[config.mk]
export PLATFORM = sky130hd
export DESIGN_NAME = uart_sender_core
export DESIGN_NICKNAME = d
export VERILOG_FILES = /design/src/rtl/uart_sender_core.sv
export SDC_FILE = /design/constraint.sdc
export NUM_CORES = 1
export LEC_CHECK = 0
export CAP_MARGIN = 20
export CORE_ASPECT_RATIO = 0.8
export CORE_MARGIN = 4
export CORE_UTILIZATION = 40
export CTS_BUF_LIST = sky130_fd_sc_hd__clkbuf_8
export CTS_CLUSTER_DIAMETER = 200
export CTS_CLUSTER_SIZE = 24
export DETAILED_ROUTE_END_ITERATION = 12
export PLACE_DENSITY = 0.69
export SYNTH_ARGS = -nofsm -noshare
export SYNTH_HDL_FRONTEND = slang
export SYNTH_SLANG_ARGS = --single-unit
[constraint.sdc]
create_clock -name CLOCK_50 -period 2.07 [get_ports CLOCK_50]
set_input_delay 0.5175 -clock CLOCK_50 [delete_from_list [all_inputs] [get_ports CLOCK_50]]
set_output_delay 0.5175 -clock CLOCK_50 [all_outputs]
set_load 0.005 [all_outputs]
[src/rtl/uart_sender_core.sv]
// -----------------------------------------------------------------------------
// uart_sender_core
//
// Drains a block of 10-bit pixel words from the SDRAM read-side FIFO and sends
// the upper 8 bits of each word as one 8N1 UART byte on GPIO[0]. A press on
// KEY[2] starts a block. The block length is taken from SW when the key is seen.
// After the block the core waits for the key to be released before it re-arms.
//
// Ports
//   CLOCK_50      in   system clock; all logic runs on its rising edge
//   reset         in   asynchronous, active-high reset
//   KEY[3:0]      in   push buttons, active-low; only KEY[2] (start) is used
//   SW[9:0]       in   number of words to send, latched at start
//   sdram_rddata  in   FIFO read data, valid the cycle after an sdram_rd_clk pulse
//   sdram_load    out  one-cycle pulse that rewinds/reloads the FIFO read side
//   sdram_rd_clk  out  one-cycle read strobe, one per word
//   GPIO[35:0]    io   GPIO[0] = UART TX (idle high); GPIO[35:1] high-Z
// -----------------------------------------------------------------------------
module uart_sender_core #(
    parameter int CLK_FREQ     = 50000000,
    parameter int BAUD         = 115200,
    parameter int CLKS_PER_BIT = CLK_FREQ / BAUD
) (
    input  logic        CLOCK_50,
    input  logic        reset,
    input  logic [3:0]  KEY,
    input  logic [9:0]  SW,
    input  logic [9:0]  sdram_rddata,
    output logic        sdram_load,
    output logic        sdram_rd_clk,
    inout  wire  [35:0] GPIO
);

    // Encoding is observed from outside, so the values are fixed.
    typedef enum logic [3:0] {
        ST_IDLE    = 4'd0,
        ST_LOAD    = 4'd1,
        ST_READ    = 4'd2,
        ST_CAPTURE = 4'd3,
        ST_START   = 4'd4,
        ST_DATA    = 4'd5,
        ST_STOP    = 4'd6,
        ST_DONE    = 4'd7
    } state_t;

    localparam int CNT_W = (CLKS_PER_BIT > 1) ? $clog2(CLKS_PER_BIT) : 1;
    localparam logic [CNT_W-1:0] BAUD_LAST = CNT_W'(CLKS_PER_BIT - 1);

    state_t           is_state;
    logic [CNT_W-1:0] baud_cnt_q;
    logic [2:0]       bit_idx_q;
    logic [9:0]       words_left_q;
    logic [7:0]       shift_q;
    logic             tx_q;
    logic             load_q;
    logic             rd_q;

    logic             baud_last;
    logic             start_req;
    logic             key_released;
    logic [2:0]       bit_idx_d;

    // Comparisons against explicit constants keep an undriven (X) key from
    // being mistaken for a press or a release.
    assign start_req    = (KEY[2] == 1'b0);
    assign key_released = (KEY[2] == 1'b1);
    assign baud_last    = (baud_cnt_q == BAUD_LAST);
    assign bit_idx_d    = bit_idx_q + 3'd1;

    // The strobes and the TX level are registered and updated together with
    // the state. Each output therefore changes in the same cycle as the state
    // it belongs to: sdram_load is high for the whole LOAD cycle, sdram_rd_clk
    // for the whole READ cycle, and TX is low for the whole START period.
    always_ff @(posedge CLOCK_50 or posedge reset) begin
        if (reset) begin
            is_state     <= ST_IDLE;
            baud_cnt_q   <= '0;
            bit_idx_q    <= '0;
            words_left_q <= '0;
            shift_q      <= '0;
            tx_q         <= 1'b1;
            load_q       <= 1'b0;
            rd_q         <= 1'b0;
        end else begin
            load_q     <= 1'b0;
            rd_q       <= 1'b0;
            baud_cnt_q <= baud_cnt_q + 1'b1;

            unique case (is_state)
                ST_IDLE: begin
                    tx_q       <= 1'b1;
                    baud_cnt_q <= '0;
                    if (start_req) begin
                        words_left_q <= SW;
                        if (SW == 10'd0) begin
                            is_state <= ST_DONE;
                        end else begin
                            is_state <= ST_LOAD;
                            load_q   <= 1'b1;
                        end
                    end
                end

                ST_LOAD: begin
                    baud_cnt_q <= '0;
                    is_state   <= ST_READ;
                    rd_q       <= 1'b1;
                end

                // The FIFO presents the word during CAPTURE, one cycle after
                // the strobe.
                ST_READ: begin
                    baud_cnt_q <= '0;
                    is_state   <= ST_CAPTURE;
                end

                ST_CAPTURE: begin
                    shift_q      <= sdram_rddata[9:2];
                    words_left_q <= words_left_q - 10'd1;
                    bit_idx_q    <= '0;
                    baud_cnt_q   <= '0;
                    tx_q         <= 1'b0;
                    is_state     <= ST_START;
                end

                ST_START: begin
                    if (baud_last) begin
                        baud_cnt_q <= '0;
                        bit_idx_q  <= '0;
                        tx_q       <= shift_q[0];
                        is_state   <= ST_DATA;
                    end
                end

                // The level for the next bit is loaded when the current bit
                // ends. TX therefore has no mux between the counter and the pin.
                ST_DATA: begin
                    if (baud_last) begin
                        baud_cnt_q <= '0;
                        if (bit_idx_q == 3'd7) begin
                            tx_q     <= 1'b1;
                            is_state <= ST_STOP;
                        end else begin
                            bit_idx_q <= bit_idx_d;
                            tx_q      <= shift_q[bit_idx_d];
                        end
                    end
                end

                // Later words go straight back to READ. The FIFO read pointer
                // is only rewound once per block.
                ST_STOP: begin
                    if (baud_last) begin
                        baud_cnt_q <= '0;
                        if (words_left_q == 10'd0) begin
                            is_state <= ST_DONE;
                        end else begin
                            is_state <= ST_READ;
                            rd_q     <= 1'b1;
                        end
                    end
                end

                // A block restarts only after the key is released. A held key
                // does not send the block again.
                ST_DONE: begin
                    tx_q       <= 1'b1;
                    baud_cnt_q <= '0;
                    if (key_released) begin
                        is_state <= ST_IDLE;
                    end
                end

                default: begin
                    tx_q       <= 1'b1;
                    baud_cnt_q <= '0;
                    is_state   <= ST_IDLE;
                end
            endcase
        end
    end

    assign sdram_load   = load_q;
    assign sdram_rd_clk = rd_q;
    assign GPIO         = {{35{1'bz}}, tx_q};

    // The design does not use these input bits.
    logic unused_inputs;
    assign unused_inputs = ^{KEY[3], KEY[1:0], sdram_rddata[1:0]};

endmodule

# Yosys cells after proc, flatten, opt, wreduce, memory -nomap -nowiden
# Cells that the tools add are included.
# totals
wordCells,69
in_bits,26
out_inout_bits,38
ff_bits,37
# op_classes
n_mux,29
order_cmp,1
n_eq_ne,16
addsub,3
reduce_logical,11
n_bitwise,1
# op_table
cell,n
$pmux 4 s8,1
$mux 4,6
$logic_not 10->1,2
$pmux 10 s2,1
$mux 9,2
$eq 4x3->1 const B,4
$mux 3,5
$ne 2x2->1 const B,7
$mux 10,1
$sub 10x1->10 const B,1
$add 9x1->9 const B,1
$eq 9x9->1 const B,1
$mux 1,9
$pmux 3 s3,1
$eq 4x2->1 const B,2
$reduce_and 6->1,1
$reduce_or 3->1,2
$eq 4x1->1 const B,1
$logic_not 4->1,1
$lt 3x4->1 const B,1
$pmux 1 s4,1
$reduce_and 4->1,1
$add 3x1->3 const B,1
$bmux 1 s3,1
other kinds (7),7

# Logic depth before layout (Yosys ltp)
# depth
depth_word,6
ltp_mapped,7
ltp_nobuf,6

# Worst setup path before layout
# No wires, ideal clock.
# synth_timing
path_type,reg-to-reg
start,register bit_idx_q[0]
end,register bit_idx_q[1]
arrival_ns,1.583
n_path_buf,0
setup_ns,0.125
path_slack_ns,0.362
required_ns,1.945
synth_period_minus_slack_ns,1.708
path_stages_with_launch,7
cell_sequence,dfrtp_1 ha_1 ha_1 nand2_1 nand2_1 o21ai_0 mux2_2
# synth_between
elab_chain_cells,4
elab_cells_between_ends,7
cone_classes,add/sub (1); eq/ne (2); mux (3); reduce/logical (1)
# synth_rtl
item,line_no,source
"start, declared",51,logic [2:0] bit_idx_q;
"start signal, assigned",144,bit_idx_q <= bit_idx_d;
$add 3x1->3,68,assign bit_idx_d = bit_idx_q + 3'd1;
$mux 3,140,if (bit_idx_q == 3'd7) begin
$mux 3,138,if (baud_last) begin
$pmux 3 s3,89,unique case (is_state)
# Parallel ways exist; a longest one is shown, timed or not. The select of a mux whose other input is x is not followed.
# A chain may end at the register's enable or synchronous reset.

# Worst setup path after layout
# layout_timing
start,input SW[4]
end,register is_state[2]
# layout_between
elab_chain_cells,4
# layout_rtl
item,line_no,source
"start, declared",27,"input logic [9:0] SW,"
$logic_not 10->1,95,if (SW == 10'd0) begin
$mux 3,95,
$mux 4,93,if (start_req) begin
$pmux 4 s8,89,
"end signal, assigned",96,is_state <= ST_DONE;
"end signal, assigned",98,is_state <= ST_LOAD;
"end signal, assigned",106,is_state <= ST_READ;
"end, declared",49,state_t is_state;
# Every way passes these cells. The select of a mux whose other input is x is not followed.

==> impl_metrics.env <==
export IMPL_outcome="finished, final reports clean"
export IMPL_period_needed_ps=1890
export IMPL_r2r_end="bit_idx_q[1]"
export IMPL_die_height_um=75.7
export IMPL_r2r_setup_slack_ps=220
export IMPL_initial_utilization_pct=41.7
export IMPL_crit_path_end_kind="register"
export IMPL_multi_input_area_um2=1160
export IMPL_ys_ff_latch=36
export IMPL_utilization_pct=48.8
export IMPL_synth_xor_area_share_pct=2.68
export IMPL_max_cap_viol_count=0
export IMPL_ys_async_sr_fraction_pct=100
export IMPL_hold_worst_slack_ps=314
export IMPL_finalSetupViolCount=0
export IMPL_grt_overflow=0
export IMPL_fin_skew_ps=4.34
export IMPL_cts_setup_buffers=0
export IMPL_max_freq_mhz=528
export IMPL_cts_hold_buf=0
export IMPL_final_cell_area_um2=2680
export IMPL_grt_usage_pct=13.7
export IMPL_io_buffers=22
export IMPL_synth_compound_area_share_pct=13.0
export IMPL_fp_row_count=24
export IMPL_ios=64
export IMPL_die_w_um=92.6
export IMPL_cts_tree="yes"
export IMPL_drive_above_1_share_pct=12.1
export IMPL_grt_max_degree=37
export IMPL_period_share_pct=91.5
export IMPL_synthCells=261
export IMPL_syn_avg_cell_area_um2=8.77
export IMPL_drt_pass1_iter_count=4
export IMPL_wl_um=4540
export IMPL_yosysUniqueCellTypes=51
export IMPL_antenna_found_initial=0
export IMPL_drc=0
export IMPL_htreeDepth=2
export IMPL_ir_worst_vdd_mv=0.532
export IMPL_cts_buffer_depth=2
export IMPL_ys_seq_area_share_pct=39.4
export IMPL_synthMuxAreaShare_pct=2.95
export IMPL_synthAdderAreaFrac_pct=2.73
export IMPL_critPathKind="in2reg"
export IMPL_cp_required_ps=2280
export IMPL_syn_area_um2=2290
export IMPL_cts_resized=0
export IMPL_ff_latch_area_um2=902
export IMPL_drtIter0Drc=76
export IMPL_grt_pass1_wl_um=7670
export IMPL_die_area_um2=7010
export IMPL_gp_congestion=0.802
export IMPL_syn_to_final_growth_pct=17.0
export IMPL_synth_ff_type="dfrtp_1"
export IMPL_vias=1824
export IMPL_worstPathMaxFanout=3
export IMPL_tns_ps=0
export IMPL_clk_pin_slew_ps=70
export IMPL_cts_root_buf="clkbuf_8"
export IMPL_clk_latency_ps=290
export IMPL_synth_top_family_by_area="simple AND/OR/NAND/NOR gates"
export IMPL_r2r_start="baud_cnt_q[1]"
export IMPL_hold_viol_final=0
export IMPL_r2r_cells=6
export IMPL_yosysWarnings=0
export IMPL_num_antenna_cells=0
export IMPL_worstHoldPathCells=2
export IMPL_powerDensity_nw_per_um2=1140
export IMPL_power_w=0.00305
export IMPL_critPathArrivalTime_ps=2110
export IMPL_placedInstanceArea_um2=2550
export IMPL_min_to="GPIO[0]"
export IMPL_startpoint_type="input pin"
export IMPL_n_fill_cell=540
export IMPL_layout_cells_most_common_list="nand2_1 (41), conb_1 (35), dfrtp_1 (35), nor2_1 (29), clkdlybuf4s50_1 (22)"
export IMPL_cts_sinks=36
export IMPL_min_path_type="in2reg"
export IMPL_vias_per_cell=4.86
export IMPL_min_from="GPIO[0]"
export IMPL_wl_per_cell_um=12.1
export IMPL_synth_edf_count=0
export IMPL_grt_pass1_vias=1720
export IMPL_synthSimpleGateAreaFrac_pct=23.4
export IMPL_core_area_um2=5500
export IMPL_timing_final_max_slew_violations=0
export IMPL_layout_nets=327
export IMPL_cts_buffers=5
export IMPL_hpwlAfterDp_um=3460
export IMPL_ant_nets=0
export IMPL_final_common_cell="nand2_1"
export IMPL_leakage_nw=1.22
export IMPL_rsz0062_at_grt="no"
[power breakdown]
part	internal [W]	leakage [nW]	switching, W
sequential	0.000954	0.452	0.000222
clock	0.000425	0.0645	0.000252
combinational	0.000556	0.706	0.000645
total	0.00193	1.22	0.00112
[logic make-up after synthesis]
kind of cell,count (synthesis)
and+or+nand+nor,108
buffers and inverters,57
AOI/OAI and AO/OA,43
DFF,36
xor gates and xnor gates,7
adders and majority gates,5
muxes,4
other,1
[Yosys cell counts (all sizes together), types with 3 or more instances]
cell,number,area (um2)
nand2,41,154
buf,39,289
dfrtp,35,876
nor2,29,109
a21oi,11,55.1
inv,11,41.3
nand3,9,45.0
clkbuf,7,27.5
o21ai,7,35.0
ha,5,62.6
xnor2,5,43.8
and3,4,25.0
or4,4,30.0
a211oi,3,22.5
a221o,3,30.0
a31oi,3,18.8
nand4,3,18.8
nor3,3,15.0
nor4,3,33.8
o211ai,3,22.5
[worst max path at each step]
stage | endpoint | from
3_5_place_dp | is_state[2] | SW[4]
3_3_place_gp | is_state[2] | SW[4]
2_1_floorplan | bit_idx_q[1] | bit_idx_q[0]
4_1_cts | is_state[2] | SW[4]
5_1_grt | bit_idx_q[1] | baud_cnt_q[1]
6_report | is_state[2] | SW[4]
[final cells by class]
cell class	count	area share, %
Inverter	11	1.54
Clock inverter	1	1.12
Multi-Input combinational cell	202	43.2
Timing Repair Buffer	40	13.3
Sequential cell	36	33.7
Tap cell	78	3.64
Clock buffer	7	3.59
[metrics by stage]
step	worst slack [ps]	cells
after floorplan	362	295
after global placement	-134	367
after detailed placement	-118	367
after CTS	186	375
after global routing	58.0	375
final	177	375
[worst max-delay path, stage by stage]
cell and delay (ps):
clkdlybuf4s50_1 410, or4_1 540, nor4_1 260, buf_4 170, nand2_1 50, a2bb2oi_1 150
[flip-flops by register name (all words and copies together), names as in the netlist]
signal / flops
words_left_q: 10
GPIO: 1
bit_idx_q: 3
sdram_load: 1
baud_cnt_q: 9
shift_q: 8
is_state: 3
sdram_rd_clk: 1
[per-layer routing]
layer	vias up	GRT usage (%)	wire length (um)
met5	-	0	0
met4	0	3.46	39
met3	6	3.85	260
met2	54	22.3	2030
met1	859	18.2	2200
li1	905	-	-
Note: power is estimated with default switching activity, not from simulation.
